[src/rtl/term_ctrl.sv]
// Terminal controller: turns a received byte stream into VRAM writes, tracks the
// cursor, scrolls by copying rows up one line, and times the reverse-video bell.
module term_ctrl #(
  parameter int         BEL_TICKS = 1200000,
  parameter logic [7:0] FILL_CHAR = 8'h20
) (
  input  logic        i_clk,
  input  logic        i_rst,
  input  logic [7:0]  i_data,
  input  logic        i_valid,
  output logic        o_ready,
  output logic [10:0] o_vram_addr,
  output logic [7:0]  o_vram_din,
  input  logic [7:0]  i_vram_dout,
  output logic        o_vram_ce,
  output logic        o_vram_wre,
  output logic        o_reversev
);

  localparam int BW = $clog2(BEL_TICKS + 1);

  typedef enum logic [2:0] {
    CLEAR,
    IDLE,
    WRITE,
    SCR_RD,
    SCR_WT,
    SCR_WR,
    SCR_FILL
  } state_t;

  state_t         state_reg, state_next;
  logic [5:0]     x_reg, x_next;
  logic [4:0]     y_reg, y_next;
  logic [10:0]    ptr_reg, ptr_next;
  logic [7:0]     char_reg, char_next;
  logic [7:0]     rd_reg, rd_next;
  logic [BW-1:0]  bell_reg, bell_next;
  logic           rev_reg;
  logic           accept;
  logic           bell_hit;

  assign accept = i_valid && o_ready;

  always_ff @(posedge i_clk) begin
    if (i_rst) begin
      state_reg <= CLEAR;
      x_reg     <= '0;
      y_reg     <= '0;
      ptr_reg   <= '0;
      char_reg  <= '0;
      rd_reg    <= '0;
      bell_reg  <= '0;
      rev_reg   <= 1'b0;
    end else begin
      state_reg <= state_next;
      x_reg     <= x_next;
      y_reg     <= y_next;
      ptr_reg   <= ptr_next;
      char_reg  <= char_next;
      rd_reg    <= rd_next;
      bell_reg  <= bell_next;
      rev_reg   <= (bell_next != '0);
    end
  end

  // Next-state logic; ptr_reg serves as the clear address, the scroll source
  // pointer and the fill address depending on the state.
  always_comb begin
    state_next = state_reg;
    x_next     = x_reg;
    y_next     = y_reg;
    ptr_next   = ptr_reg;
    char_next  = char_reg;
    rd_next    = rd_reg;
    bell_hit   = 1'b0;
    case (state_reg)
      CLEAR: begin
        ptr_next = ptr_reg + 11'd1;
        if (ptr_reg == 11'd2047) begin
          state_next = IDLE;
          x_next     = '0;
          y_next     = '0;
          ptr_next   = '0;
        end
      end
      IDLE: begin
        if (accept) begin
          if (i_data >= 8'h20 && i_data <= 8'h7E) begin
            char_next  = i_data;
            state_next = WRITE;
          end else begin
            case (i_data)
              8'h0D: x_next = '0;
              8'h0A: begin
                if (y_reg != 5'd31) begin
                  y_next = y_reg + 5'd1;
                end else begin
                  state_next = SCR_RD;
                  ptr_next   = 11'd64;
                end
              end
              8'h08: begin
                if (x_reg != 6'd0) x_next = x_reg - 6'd1;
              end
              8'h0C: begin
                state_next = CLEAR;
                ptr_next   = '0;
              end
              8'h07: bell_hit = 1'b1;
              default: ;
            endcase
          end
        end
      end
      WRITE: begin
        state_next = IDLE;
        if (x_reg != 6'd63) begin
          x_next = x_reg + 6'd1;
        end else begin
          x_next = '0;
          if (y_reg != 5'd31) begin
            y_next = y_reg + 5'd1;
          end else begin
            state_next = SCR_RD;
            ptr_next   = 11'd64;
          end
        end
      end
      SCR_RD: state_next = SCR_WT;
      SCR_WT: begin
        rd_next    = i_vram_dout;
        state_next = SCR_WR;
      end
      SCR_WR: begin
        ptr_next   = ptr_reg + 11'd1;
        state_next = SCR_RD;
        if (ptr_reg == 11'd2047) begin
          state_next = SCR_FILL;
          ptr_next   = 11'd1984;
        end
      end
      SCR_FILL: begin
        ptr_next = ptr_reg + 11'd1;
        if (ptr_reg == 11'd2047) begin
          state_next = IDLE;
          y_next     = 5'd31;
          ptr_next   = '0;
        end
      end
      default: state_next = CLEAR;
    endcase

    // The bell runs regardless of what the FSM is doing.
    if (bell_hit) begin
      bell_next = BW'(BEL_TICKS);
    end else if (bell_reg != '0) begin
      bell_next = bell_reg - BW'(1);
    end else begin
      bell_next = bell_reg;
    end
  end

  // VRAM port decode; while reset is asserted the port shows its idle values.
  always_comb begin
    o_ready     = 1'b0;
    o_vram_addr = {y_reg, x_reg};
    o_vram_din  = FILL_CHAR;
    o_vram_ce   = 1'b0;
    o_vram_wre  = 1'b0;
    if (i_rst) begin
      o_vram_addr = '0;
    end else begin
      case (state_reg)
        CLEAR: begin
          o_vram_ce   = 1'b1;
          o_vram_wre  = 1'b1;
          o_vram_addr = ptr_reg;
        end
        IDLE: o_ready = 1'b1;
        WRITE: begin
          o_vram_ce  = 1'b1;
          o_vram_wre = 1'b1;
          o_vram_din = char_reg;
        end
        SCR_RD: begin
          o_vram_ce   = 1'b1;
          o_vram_addr = ptr_reg;
        end
        SCR_WT: o_vram_addr = ptr_reg;
        SCR_WR: begin
          o_vram_ce   = 1'b1;
          o_vram_wre  = 1'b1;
          o_vram_addr = ptr_reg - 11'd64;
          o_vram_din  = rd_reg;
        end
        SCR_FILL: begin
          o_vram_ce   = 1'b1;
          o_vram_wre  = 1'b1;
          o_vram_addr = ptr_reg;
        end
        default: ;
      endcase
    end
  end

  assign o_reversev = rev_reg;

endmodule

[config.mk]
export PLATFORM = sky130hd
export DESIGN_NAME = term_ctrl
export DESIGN_NICKNAME = d
export VERILOG_FILES = /design/src/rtl/term_ctrl.sv
export SDC_FILE = /design/constraint.sdc
export NUM_CORES = 1
export LEC_CHECK = 0
export CAP_MARGIN = 20
export CORE_MARGIN = 2
export CORE_UTILIZATION = 45
export CTS_CLUSTER_SIZE = 25
export DETAILED_ROUTE_END_ITERATION = 10
export HOLD_SLACK_MARGIN = 0.1
export MAX_ROUTING_LAYER = met4
export PLACE_DENSITY_LB_ADDON = 0.1
export SLEW_MARGIN = 25
export SYNTH_ARGS = -nofsm -noshare
export SYNTH_HDL_FRONTEND = slang
export SYNTH_SLANG_ARGS = --single-unit
[constraint.sdc]
create_clock -name i_clk -period 3.18 [get_ports i_clk]
set_input_delay 0.795 -clock i_clk [delete_from_list [all_inputs] [get_ports i_clk]]
set_output_delay 0.795 -clock i_clk [all_outputs]
set_load 0.01 [all_outputs]
Yosys cells after proc, flatten, opt, wreduce, memory -nomap -nowiden
Index checks and enable logic that the tools add are counted.

word-level totals
  register bits = 63
  input bits = 19
  output and inout port bits = 23
  logic and storage cells = 108

operators by class
  add/sub/neg operators = 6
  order comparisons = 2
  eq/ne operators = 26
  mux-type cells = 48
  reduce and logical (&&, ||, !) cells = 18

operator list
  kind                                                  count
  2-to-1 mux 11 bit                                     7
  case mux 11 bit (2 select lines)                      2
  case mux 11 bit (4 select lines)                      1
  2-to-1 mux 21 bit                                     2
  nonzero test 21 bit                                   2
  2-to-1 mux 5 bit                                      7
  equality test 8 x 4 -> 1 bit (second input constant)  4
  2-to-1 mux 6 bit                                      5
  subtractor 21 x 1 -> 21 bit (second input constant)   1
  case mux 5 bit (4 select lines)                       1
  case mux 3 bit (6 select lines)                       1
  case mux 6 bit (3 select lines)                       1
  case mux 8 bit (2 select lines)                       1
  2-to-1 mux 3 bit                                      5
  case mux 6 bit (2 select lines)                       1
  adder 11 x 1 -> 11 bit (second input constant)        1
  equality test 11 bit (second input constant)          1
  subtractor 11 x 7 -> 11 bit (second input constant)   1
  2-to-1 mux 1 bit                                      10
  != test 2 bit (second input constant)                 5
  equality test 3 bit (second input constant)           3
  equality test 8 x 3 -> 1 bit (second input constant)  1
  >= comparator 8 x 6 -> 1 bit (second input constant)  1
  <= comparator 8 x 7 -> 1 bit (second input constant)  1
  28 further kinds                                      35

Depth between registers and ports, before layout
Gate-level depths: netlist (run 1).

  word-level depth = 8
  depth in mapped cells = 9
  depth with buffers taken out = 8

Least setup slack after synthesis (run 1)
No wires, ideal clock.

  path type = register to output
  start point = register state_reg[1]
  end point = output o_vram_addr[9]
  data arrival time = 1.914 ns
  required time = 2.385 ns
  slack = 0.471 ns
  cell stages (with the launch flop) = 8
  path buffers = 2
  cells stage by stage = dfxtp_1 > clkbuf_1 > nor2b_1 > and2_1 > clkbuf_1 > nor2_2 > a22oi_1 > a21oi_1

between the ends
  word-level cells in the longest chain between the ends = 4
  elaborated cells between the ends (all ways) = 8
  classes of those cells = 4 x eq/ne; 2 x mux; 2 x reduce/logical

RTL lines
  element                                      RTL line  text
  from (decl)                                  32        state_t state_reg, state_next;
  from (signal assigned)                       56        state_reg <= state_next;
  equality test 3 bit (tied with other cells)  174       case (state_reg)
  OR reduction 4 bit (no line)                 n/a
  case mux 11 bit (2 select lines) (*)         174
  2-to-1 mux 11 bit (*)                        171       if (i_rst) begin
  to (decl)                                    12        output logic [10:0] o_vram_addr,

Mark *: on every way between the ends. The rest lies on a longest branch, timed or not.

Worst setup path after layout (run 1)
  start point = register state_reg[2]
  end point = output o_vram_addr[9]

The elaborated chain is that of the path after synthesis.

==> run_results.csv, run 1 <==
group,metric,value,unit
place,numPortBuffers,41,
synth,ys_ff_latch,63,
synth,yosysTopAreaCell,"dfxtp_1",
timing,finalHoldViolations,0,
final_layout,fillers,893,
power,irDropWorstVdd,0.322,mV
timing,tns,0,ns
final_layout,syn2layout_area_growth,20.3,%
worst_setup_path,cp_slowest_stage_delay,0.55,ns
global_route,grt_max_degree,22,
place,dp.cells,688,
clock_network,cts_hold_buf,0,
power,p_leak,1.99,nW
worst_setup_path,worstPathArrival,2.26,ns
global_route,antenna_found_initial,0,
timing,worst_pin_slew,0.625,ns
floorplan,initial_core_util,46.1,%
worst_setup_path,cp_slowest_cell,"clkdlybuf4s50_1",
clock_network,cts_buffers,9,
timing,maxClockFrequency,0.328,GHz
timing,slew_headroom,58.3,%
timing,setup_viol,0,
timing,whs,0.506,ns
routing,wl_per_cell,17.5,um
floorplan,io_pins,42,
worst_setup_path,required,2.38,ns
final_layout,diodes,0,
clock_network,cts.path.max_buffers,2,
run,drv_cap,0,
routing,drtPass1Iterations,5,
floorplan,num_rows,35,
synth,syn_area,4240,um2
clock_network,cts.root.buffer_cell,"clkbuf_8",
worst_setup_path,start_kind,"register",
clock_network,post_cts_buffers,0,
routing,vias,4271,
timing,clock_skew,0.00721,ns
global_route,grt.total_usage,25.8,%
worst_setup_path,startpoint,"state_reg[2]",
clock_network,cts_sinks,63,
min_path,hold_path.class,"register to register",
global_route,grt_pass1_wl,20300,um
worst_setup_path,crit_top_cell,"nor2_2",
final_layout,drive_gt1_share,11.7,%
outcome,status,"completed",
synth,synth_cell_type_count,78,
worst_setup_path,r2r-start,"state_reg[2]",
power,fin_total_pwr,3.17,mW
final_layout,fin_nets,616,
floorplan,fp.dieW,101,um
synth,syn_inst,537,
place,place_ws,0.106,ns
place,post_dp_cell_area,4860,um2
min_path,min_from,"rd_reg[3]",
place,finalWeightedCongestion,0.924,
worst_setup_path,critical_path_class,"register to output port",
synth,synth-edff-count,0,
floorplan,dieArea,10200,um2
global_route,grt.overflow.total,0,
clock_network,cts_tree,"yes",
synth,yosysMostFrequentCell,"nor2_1",
routing,ant_nets,0,
power,pwr_density_cell,622,nW/um2
final_layout,utilization,55.4,%
worst_setup_path,rrSetupSlack,0.57,ns
routing,via_per_inst,6.08,
worst_setup_path,critPathMaxFanout,21,
final_layout,largest_register_ff_count,21,
synth,synthTopCellsByCount,"nor2_1 (76), dfxtp_1 (63), a21oi_1 (45)",
timing,fin_crit_sh,95.9,%
routing,route.detailed.drc,0,
floorplan,core_area,9200,um2
synth,ys_top_cells_by_area,"dfxtp_1 (30%), nor2_1 (6.7%), mux2i_1 (5.7%), a21oi_1 (5.3%), nand2_1 (3.0%)",
clock_network,path_clk_slew,0.07,ns
worst_setup_path,crit_path_end_kind,"output port",
clock_network,cts-htree-levels,3,
timing,setup_ws,0.130,ns
routing,drt_iter0_drc,306,
synth,ys_seq_area_share,29.8,%
final_layout,fin_cells,703,
timing,rsz0062_at_grt,"false",
synth,syn_area_per_cell,7.89,um2
timing,period_needed,3.05,ns
final_layout,final_area,5100,um2
floorplan,die_h,101,um
place,dp_hpwl,9090,um
synth,syn_nets,565,
timing,finalMaxSlewViolations,0,
synth,synthArstFlopShare,0,%
clock_network,clkLatencyLatePin,0.35,ns
synth,ys.flop_type,"dfxtp_1",
synth,synth_warnings,0,
global_route,grt_pass1_vias,4132,
worst_setup_path,worstPathCellList,"buf_6, nor2b_1, nor2_1, nor2_2, nor2_2, buf_4, a22oi_1, a21oi_1, clkdlybuf4s50_1",
routing,drt-total-wl,12300,um
synth,netlist.area_leader.share,29.8,%
## power breakdown
| part | total [mW] | internal [mW] | leakage (nW) | switching [mW] |
|---|---|---|---|---|
| registers | 1.05 | 0.884 | 0.513 | 0.164 |
| clock network | 0.783 | 0.456 | 0.109 | 0.326 |
| logic | 1.34 | 0.600 | 1.37 | 0.738 |
## routing by layer
metal	routed length, um	GRT usage [%]	up-vias
met4	207	10.2	0
met2	5410	37.5	128
met1	6090	36.5	2005
met5	0	-	-
met3	607	2.77	20
li1	-	-	2118
## critical path: cells and delay by family (launching register included)
| kind | cells | cell delay [ns] |
|---|---|---|
| buffers and inverters | 3 | 0.94 |
| AOI/OAI and AO/OA | 2 | 0.25 |
| DFF | 1 | 0.36 |
| and+or+nand+nor | 4 | 0.35 |
## cell usage in the layout (no fill, tap or decap), types with 13 or more instances in the layout
master            n
mux2i_1          24
nor2_1           75
clkdlybuf4s50_1  39
buf_4            25
or3_1            13
o21ai_0          25
nor3_1           14
a21oi_1          45
nand2_1          34
nand2b_1         13
dfxtp_1          60
nand3_1          16
## cell families (layout without fill, tap and decap cells)
family,count (synthesis),in the layout,share of synthesized area [%]
AOI/OAI and AO/OA,149,149,23.5
xor gates and xnor gates,9,9,1.86
adders and majority gates,9,9,2.66
buffers and inverters,38,93,3.63
DFF,63,63,29.8
muxes,27,27,6.82
and+or+nand+nor,242,242,31.8
## what timing repair did
item                                    CTS  global route
resized for setup                         3             5
endpoints found under the setup margin   13             3
hold endpoints to repair                  0             0
## cell type report
class	count	area [um2]	area share (%)
clock inverter	4	70.1	1.37
multi-input combinational	436	2830	55.6
inverter	11	41.3	0.810
tap	111	139	2.73
clock buffer	11	141	2.77
sequential	63	1260	24.8
timing repair buffer	67	607	11.9
## path summary, 6_finish.rpt
kind / to / cells after the start
setup reg to reg: ptr_reg[0] / 7
hold reg to reg: rd_reg[3] / 2
setup / recovery: o_vram_addr[9] / 9
hold / removal: rd_reg[3] / 2
Note: power is estimated with default switching activity, not from simulation.
==> inputs of run 2 (changes only) <==
- CAP_MARGIN: 20 -> not set
- CORE_ASPECT_RATIO: not set -> 1.1
- clock period: 3.18 -> 3 ns (I/O delays scaled with it)
==> run 2 against run 1 <==
Setup slack worse by 0.035 ns. Non-clock buffer count rose by 13. Clock skew up 0.0065 ns. Global-route usage is 0.39 points lower. Critical path depth is 1 lower. Utilization is 0.69 points higher. Critical endpoint is now o_vram_addr[0].
==> run_results.csv, run 2 (synthesis gave the netlist of run 1 again) <==
group,metric,value,unit
worst_setup_path,critPathMaxFanout,5,
timing,whs,0.505,ns
clock_network,cts-htree-levels,3,
routing,route.detailed.drc,0,
global_route,grt.overflow.total,0,
timing,rsz0062_at_grt,"false",
timing,setup_viol,0,
final_layout,diodes,0,
power,p_leak,2.18,nW
timing,worst_pin_slew,0.565,ns
floorplan,dieArea,10200,um2
run,drv_cap,0,
final_layout,largest_register_ff_count,21,
clock_network,cts_tree,"yes",
global_route,grt_pass1_wl,19900,um
final_layout,drive_gt1_share,14.1,%
power,fin_total_pwr,3.20,mW
clock_network,cts_sinks,63,
worst_setup_path,worstPathArrival,2.16,ns
place,dp_hpwl,8890,um
floorplan,io_pins,42,
routing,ant_nets,0,
routing,via_per_inst,6.01,
timing,clock_skew,0.0137,ns
floorplan,num_rows,37,
outcome,status,"completed",
global_route,grt_max_degree,26,
routing,vias,4333,
clock_network,cts.root.buffer_cell,"clkbuf_8",
final_layout,mostFrequentLayoutCell,"nor2_1",
floorplan,core_area,9260,um2
worst_setup_path,required,2.25,ns
timing,finalHoldViolations,0,
clock_network,clkLatencyLatePin,0.36,ns
floorplan,initial_core_util,45.8,%
clock_network,cts.path.max_buffers,2,
floorplan,fp.dieW,96.5,um
routing,drt-total-wl,12200,um
floorplan,die_h,106,um
worst_setup_path,crit_path_end_kind,"output port",
place,finalWeightedCongestion,0.947,
global_route,grt.total_usage,25.4,%
clock_network,cts_buffers,9,
power,pwr_density_cell,616,nW/um2
timing,fin_crit_sh,96.9,%
worst_setup_path,start_kind,"register",
timing,maxClockFrequency,0.344,GHz
place,numPortBuffers,41,
final_layout,syn2layout_area_growth,22.6,%
global_route,antenna_found_initial,0,
worst_setup_path,critical_path_class,"register to output port",
routing,drt_iter0_drc,244,
timing,finalMaxSlewViolations,0,
routing,wl_per_cell,16.9,um
clock_network,path_clk_slew,0.08,ns
global_route,grt_pass1_vias,4058,
timing,slew_headroom,62.2,%
routing,drtPass1Iterations,5,
final_layout,fin_nets,629,
timing,period_needed,2.91,ns
final_layout,layout_common_cells,"nor2_1 (74), dfxtp_1 (61), a21oi_1 (45)",
min_path,hold_path.class,"register to register",
power,irDropWorstVdd,0.273,mV
## run 2: changes by cell type in the layout (fill, tap and decap cells not counted), moves of 2 or more
cell and change:
buf_4 +13, bufinv_16 -2, clkdlybuf4s50_1 -8, dfxtp_2 -2, dlymetal6s2s_1 +8, nor2b_1 -2
nor2b_2 +3
## run 2: path summary, 6_finish.rpt
| kind | start | end | slack [ns] | depth (start not counted) |
|---|---|---|---|---|
| worst max register to register | bell_reg[0] | o_reversev | 0.53 | 7 |
| worst max-delay path | state_reg[0] | o_vram_addr[0] | 0.09 | 8 |
| worst min register to register | char_reg[7] | char_reg[7] | 0.50 | 1 |
| worst min-delay path | char_reg[7] | char_reg[7] | 0.50 | 1 |
## run 2: metrics by stage
stage / area (um2) / worst slack (ns) / setup TNS [ns] / utilization (%) / std cells
floorplan: 4240 / 0.336 / 0 / - / 537
global placement: 4950 / 0.0439 / 0 / 53.4 / 704
detailed placement: 4950 / -0.0114 / -0.0192 / 53.4 / 704
CTS: 5130 / -0.00921 / -0.0110 / 55.5 / 718
global route: 5190 / 0.00362 / 0 / 56.1 / 721
finish: 5190 / 0.0944 / 0 / 56.1 / 721
## run 2: timing repair
action                     4_1_cts  5_1_grt
pin swaps                        0        2
gates cloned                     0        0
resized for setup                7       15
hold buffers                     0        0
setup endpoints to repair       17       12
setup buffers                    0        3
## run 2: final cells by class
cell class	count	area, um2
Sequential cell	63	1270
Tap cell	117	146
Clock inverter	1	5.00
Clock buffer	13	159
Timing Repair Buffer	80	724
Fill cell	881	4060
Multi-Input combinational cell	436	2850
Inverter	11	41.3
## run 2: where the power goes
group	internal (mW)	total [mW]	switching, mW
sequential	0.936	1.11	0.173
combinational	0.637	1.42	0.783
clock	0.335	0.670	0.335
total	1.91	3.20	1.29
## run 2: layer usage
layer | vias to the layer above | track usage, % | part of all wire (%)
met1 | 2076 | 32.9 | 47
met2 | 97 | 40.2 | 49
met4 | 0 | 9.46 | 1.6
met5 | - | - | 0
li1 | 2142 | - | -
met3 | 18 | 3.22 | 3.1
## run 2: critical path, cell delays in order (launching register included)
cell	delay, ns
dfxtp_1	0.36
nand2b_1	0.19
nor2_2	0.13
nor2_2	0.07
nor2_4	0.15
buf_6	0.15
mux2i_1	0.21
nor2_1	0.06
clkdlybuf4s50_1	0.47
